$ cat src/rtl/r2_butterfly_stage_if.sv
// Pair-in / pair-out bus for the radix-2 butterfly stage, including the
// twiddle ROM address/data lines.
interface r2_butterfly_stage_if #(
    parameter int TW_AW = 2
);
    logic             in_valid;
    logic             frame_start;
    logic [31:0]      a;
    logic [31:0]      b;
    logic [TW_AW-1:0] tw_addr;
    logic [15:0]      tw_re;
    logic [15:0]      tw_im;
    logic             out_valid;
    logic [31:0]      x;
    logic [31:0]      y;

    modport slave (
        input  in_valid, frame_start, a, b, tw_re, tw_im,
        output tw_addr, out_valid, x, y
    );

    modport master (
        output in_valid, frame_start, a, b, tw_re, tw_im,
        input  tw_addr, out_valid, x, y
    );
endinterface

$ cat src/rtl/r2_butterfly_stage.sv
// Pipelined radix-2 DIF butterfly: x=(a+b)/2, y=((a-b)*W)/2, three register
// stages, with the twiddle address counter feeding an external sync ROM.
module r2_butterfly_stage #(
    parameter int TW_COUNT = 4,
    parameter int TW_AW    = 2
) (
    input logic                 clk,
    input logic                 rst,
    r2_butterfly_stage_if.slave bus
);
    localparam logic [TW_AW-1:0] LAST_ADDR = TW_AW'(TW_COUNT - 1);

    logic [TW_AW-1:0] cnt;
    logic [TW_AW-1:0] addr;

    logic signed [15:0] a_re, a_im, b_re, b_im, w_re, w_im;

    logic signed [16:0] s_re, s_im, d_re, d_im;
    logic               v1;

    logic signed [32:0] m_rr, m_ii, m_ri, m_ir;
    logic signed [33:0] p_re, p_im;
    logic signed [16:0] s2_re, s2_im;
    logic               v2;

    logic [31:0] x_q, y_q;
    logic        ov_q;

    logic unused_bits;

    function automatic logic [15:0] sat16(input logic signed [33:0] p);
        logic signed [17:0] t;
        t = p[33:16];
        if (t > 18'sd32767)
            return 16'h7FFF;
        else if (t < -18'sd32768)
            return 16'h8000;
        else
            return t[15:0];
    endfunction

    // frame_start only counts when the pair is real; bubbles never move cnt
    always_comb begin
        addr = cnt;
        if (bus.in_valid && bus.frame_start)
            addr = '0;
    end

    assign bus.tw_addr = addr;

    always_ff @(posedge clk) begin
        if (rst)
            cnt <= '0;
        else if (bus.in_valid)
            cnt <= (addr == LAST_ADDR) ? '0 : addr + 1'b1;
    end

    always_comb begin
        a_re = bus.a[31:16];
        a_im = bus.a[15:0];
        b_re = bus.b[31:16];
        b_im = bus.b[15:0];
        w_re = bus.tw_re;
        w_im = bus.tw_im;
    end

    always_ff @(posedge clk) begin
        if (rst) begin
            s_re <= '0;
            s_im <= '0;
            d_re <= '0;
            d_im <= '0;
            v1   <= 1'b0;
        end else begin
            s_re <= {a_re[15], a_re} + {b_re[15], b_re};
            s_im <= {a_im[15], a_im} + {b_im[15], b_im};
            d_re <= {a_re[15], a_re} - {b_re[15], b_re};
            d_im <= {a_im[15], a_im} - {b_im[15], b_im};
            v1   <= bus.in_valid;
        end
    end

    // ROM data arrives one cycle after the address, aligned with stage-1 regs
    always_comb begin
        m_rr = 33'(d_re) * 33'(w_re);
        m_ii = 33'(d_im) * 33'(w_im);
        m_ri = 33'(d_re) * 33'(w_im);
        m_ir = 33'(d_im) * 33'(w_re);
    end

    always_ff @(posedge clk) begin
        if (rst) begin
            p_re  <= '0;
            p_im  <= '0;
            s2_re <= '0;
            s2_im <= '0;
            v2    <= 1'b0;
        end else begin
            p_re  <= {m_rr[32], m_rr} - {m_ii[32], m_ii};
            p_im  <= {m_ri[32], m_ri} + {m_ir[32], m_ir};
            s2_re <= s_re;
            s2_im <= s_im;
            v2    <= v1;
        end
    end

    always_ff @(posedge clk) begin
        if (rst) begin
            x_q  <= '0;
            y_q  <= '0;
            ov_q <= 1'b0;
        end else begin
            x_q  <= {s2_re[16:1], s2_im[16:1]};
            y_q  <= {sat16(p_re), sat16(p_im)};
            ov_q <= v2;
        end
    end

    assign bus.x         = x_q;
    assign bus.y         = y_q;
    assign bus.out_valid = ov_q;

    // Bits discarded by the halving shifts
    assign unused_bits = ^{p_re[15:0], p_im[15:0], s2_re[0], s2_im[0]};
endmodule
$ cat src/flat_wrapper.sv
// flat-port wrapper written by rule: the top's interface ports become plain ports
module r2_butterfly_stage_flat 
#(
    parameter int TW_COUNT = 4,
    parameter int TW_AW    = 2
)
  (clk, rst, bus_in_valid, bus_frame_start, bus_a, bus_b, bus_tw_re, bus_tw_im, bus_tw_addr, bus_out_valid, bus_x, bus_y);
  r2_butterfly_stage_if #(.TW_AW(TW_AW)) bus_i ();
  input logic clk;
  input logic rst;
  input wire logic [$bits(bus_i.in_valid)-1:0] bus_in_valid;
  input wire logic [$bits(bus_i.frame_start)-1:0] bus_frame_start;
  input wire logic [$bits(bus_i.a)-1:0] bus_a;
  input wire logic [$bits(bus_i.b)-1:0] bus_b;
  input wire logic [$bits(bus_i.tw_re)-1:0] bus_tw_re;
  input wire logic [$bits(bus_i.tw_im)-1:0] bus_tw_im;
  output wire logic [$bits(bus_i.tw_addr)-1:0] bus_tw_addr;
  output wire logic [$bits(bus_i.out_valid)-1:0] bus_out_valid;
  output wire logic [$bits(bus_i.x)-1:0] bus_x;
  output wire logic [$bits(bus_i.y)-1:0] bus_y;
  assign bus_i.in_valid = bus_in_valid;
  assign bus_i.frame_start = bus_frame_start;
  assign bus_i.a = bus_a;
  assign bus_i.b = bus_b;
  assign bus_i.tw_re = bus_tw_re;
  assign bus_i.tw_im = bus_tw_im;
  assign bus_tw_addr = bus_i.tw_addr;
  assign bus_out_valid = bus_i.out_valid;
  assign bus_x = bus_i.x;
  assign bus_y = bus_i.y;
  r2_butterfly_stage #(.TW_COUNT(TW_COUNT), .TW_AW(TW_AW)) u_core (.clk(clk), .rst(rst), .bus(bus_i));
endmodule
$ cat config.mk
export PLATFORM = sky130hd
export DESIGN_NAME = r2_butterfly_stage_flat
export DESIGN_NICKNAME = d
export VERILOG_FILES = /design/src/rtl/r2_butterfly_stage_if.sv /design/src/rtl/r2_butterfly_stage.sv /design/src/flat_wrapper.sv
export SDC_FILE = /design/constraint.sdc
export NUM_CORES = 2
export LEC_CHECK = 0
export BUFFER_PORTS_ARGS = -buffer_cell sky130_fd_sc_hd__buf_2
export CAP_MARGIN = 0
export CORE_ASPECT_RATIO = 2
export CORE_MARGIN = 10
export CORE_UTILIZATION = 65
export DETAILED_ROUTE_END_ITERATION = 8
export HOLD_SLACK_MARGIN = 0.02
export PLACE_DENSITY = 0.83
export SKIP_CTS_REPAIR_TIMING = 1
export SYNTH_ARGS = -nofsm -noshare
export SYNTH_HDL_FRONTEND = slang
export SYNTH_SLANG_ARGS = --single-unit
$ cat constraint.sdc
create_clock -name clk -period 12.96 [get_ports clk]
set_input_delay 1.296 -clock clk [delete_from_list [all_inputs] [get_ports clk]]
set_output_delay 1.296 -clock clk [all_outputs]
set_load 0.02 [all_outputs]
==> flow_summary.yaml <==
outcome:
  status: "completed"
clock_tree:
  root_buffer: "clkbuf_16"
  tritoncts: "built"
  cts.reportedPaths.clkPinSlew_ns: 0.08
  clock-sinks: 203
  cts_buffer_depth: 3
  htree_levels: 1
  clkLatencyLatePin_ns: 0.54
  numCtsBuffers: 19
placed_design:
  port_buffers: 166
  dp.cells: 6145
  place_congestion: 0.936
  placed_area_um2: 50700
  hpwl_um: 99600
global_routing:
  grt_pass1_vias: 40900
  grtUsageTotal_pct: 30.1
  grt_antenna_before_repair: 5
  grt_pass1_wl_um: 206000
  grt_max_degree: 74
  grt_overflow: 0
critical_path:
  worstPathMaxFanout: 33
  cp_data_arrival_time_ns: 9.44
  slowest_stage: "and2_1"
  max_stage_delay_ns: 0.82
  worstSetupEndpointType: "flip-flop"
  worstSetupStartpointType: "input pin"
  worst_ep_required_time_ns: 13.41
  cp_common_cell: "fa_1"
  criticalPathCategory: "in -> reg"
synthesis:
  synth-seq-cells: 203
  yosysSeqAreaShare_pct: 8.25
  synth_top_cell_by_area: "fa_1"
  ys_types: 66
  synthAdderAreaFrac_pct: 59.7
  synth_area_um2: 49200
  yosys-mux-area-fraction_pct: 0.0864
  yosys.area_share.xor_xnor_pct: 1.83
  synth_area_leaders: "fa_1 (50%), inv_1 (10%), ha_1 (9.5%), dfxtp_1 (8.3%), and2_1 (6.6%)"
  synth_fp_nets: 6882
  synth_top_area_share_pct: 50.3
  synth-edff-count: 0
  synth-simple-area-share_pct: 14.7
  synthCells: 5174
  synth_top_family_by_area: "adder cells"
  synth_top_flop_cell: "dfxtp_1"
  avgSynthCellArea_um2: 9.52
  synthArstFlopShare_pct: 0
  synth-compound-area-share_pct: 3.20
  ys_warn_count: 0
sta:
  worst_pin_slew_ns: 1.06
  finClkSkew_ns: 0.0254
  hold_viol_final: 0
  finalSetupViolations: 0
  fin_tns_setup_ns: 0
  fmax_ghz: 0.111
  fin_crit_sh_pct: 69.3
  rsz0062_at_grt: "no"
  period_needed_ns: 8.99
  maxSlewHeadroom_pct: 29.1
  slew_violations: 0
layout:
  instances_no_fill: 6182
  multiInputGateArea_um2: 39100
  drive_gt1_share_pct: 4.93
  area_delta_synth_final_pct: 4.43
  fillers: 5611
  post-route-util_pct: 68.6
  final_nets: 6866
  ff_latch_area_um2: 4070
  design_area_um2: 51400
route:
  wl_met2_um: 68000
  viasPerCell: 5.68
  route.detailed.drc: 0
  first_iter_violations: 2139
  wl_met1_um: 36600
  highest_layer: "met5"
  totalWireLength_um: 127000
  vias: 35100
  wl_per_cell_um: 20.5
  dr.pass1.iters: 6
  ant_nets: 0
  wl_met3_um: 7630
run:
  max_cap_viol_count: 0
die:
  die_w_um: 215
  io_pins: 167
  initial_core_util_pct: 65.7
  die_y_um: 409
  die_area_um2: 87800
  core_area_um2: 75000
  num_rows: 142
min_path:
  hold_class: "reg -> reg"
-- cells in the final DEF, fill, tap and decap left out, types with 4 or more instances in the layout --
cell / count
a211oi_1: 10
a21o_1: 18
a21oi_1: 56
a221oi_1: 6
a311oi_1: 5
a31oi_1: 9
and2_1: 517
and3_1: 14
buf_2: 165
buf_4: 34
bufinv_16: 6
clkbuf_16: 19
dfxtp_1: 198
dfxtp_2: 5
diode_2: 4
fa_1: 1236
ha_1: 372
inv_1: 1371
nand2_1: 534
nand2b_1: 32
nand3_1: 6
nor2_1: 125
nor2b_1: 121
nor3_1: 35
nor3b_1: 5
o21a_1: 37
o21ai_0: 33
o21bai_1: 10
o31ai_1: 7
o41ai_1: 6
or2_2: 6
or3_1: 4
xnor2_1: 85
xor2_1: 18
-- critical path: cells and delay by family --
kind	cells	cell delay [ns]
AOI/OAI and AO/OA	8	1.57
adders and majority gates	9	4.33
buffers and inverters	5	0.73
and+or+nand+nor	3	1.50
-- metal layers --
layer | track usage (%) | vias up
li1 | - | 14700
met5 | 0 | -
met1 | 28.5 | 18000
met3 | 3.93 | 746
met2 | 55.1 | 1703
met4 | 28.0 | 6
-- final cells by class --
cell class	count	area share [%]
timing repair buffer	200	2.12
clock inverter	11	0.421
antenna	4	0.0195
multi-input combinational	3361	76.1
sequential	203	7.91
clock buffer	22	0.946
inverter	1373	10.0
tap	1008	2.45
-- cells by family after synthesis --
kind of cell	after synthesis
buf+inv	1610
fa+ha+maj	1608
simple gates	1418
compound gates	228
flops	203
xor+xnor	103
mux	4
-- final timing paths --
kind / startpoint / end / slack, ns / cells after the start
setup / recovery: bus_tw_re[0] / u_core.p_im[33] / 3.97 / 25
hold / removal: u_core.s2_im[7] / u_core.bus.x[6] / 0.42 / 1
setup reg to reg: u_core.d_im[16] / u_core.p_im[33] / 4.64 / 25
hold reg to reg: u_core.s2_im[7] / u_core.bus.x[6] / 0.42 / 1
-- synth_stat cells (3+ instances only) --
| cell type | n |
|---|---|
| ha_1 | 372 |
| nand4_1 | 3 |
| o31ai_1 | 7 |
| a221oi_1 | 6 |
| and3_1 | 14 |
| xor2_1 | 18 |
| a21oi_1 | 56 |
| inv_1 | 1371 |
| fa_1 | 1236 |
| o21ai_0 | 33 |
| nand2_1 | 534 |
| and2_1 | 517 |
| nor3b_1 | 5 |
| a211oi_1 | 10 |
| a31oi_1 | 9 |
| nor2b_1 | 121 |
| o21a_1 | 37 |
| nor2_1 | 125 |
| dfxtp_1 | 203 |
| nand2b_1 | 32 |
| or2_2 | 6 |
| nand3_1 | 6 |
| clkbuf_1 | 230 |
| buf_1 | 7 |
| o2111ai_1 | 3 |
| o21bai_1 | 10 |
| xnor2_1 | 85 |
| a21o_1 | 18 |
| or3_1 | 4 |
| a311oi_1 | 5 |
| o41ai_1 | 6 |
| nor3_1 | 35 |
-- registers in the layout, summed over array words and instances, names as in the netlist, 17 cells and up --
name / flops
u_core.bus.x: 32
u_core.p_re: 18
u_core.d_re: 17
u_core.d_im: 17
u_core.p_im: 18
u_core.bus.y: 32
-- metrics by stage --
| stage | setup slack [ns] | hold WS (ns) |
|---|---|---|
| 2_1_floorplan | 4.62 | 0.414 |
| 3_3_place_gp | 3.78 | 0.419 |
| 4_1_cts | 4.11 | 0.430 |
| 5_1_grt | 3.70 | 0.454 |
| 6_report | 3.97 | 0.422 |
| 3_5_place_dp | 3.56 | 0.420 |
Power is left out: the tool's default activity adds up to more than one toggle a clock period on the data nets, which glitch-free logic cannot reach.
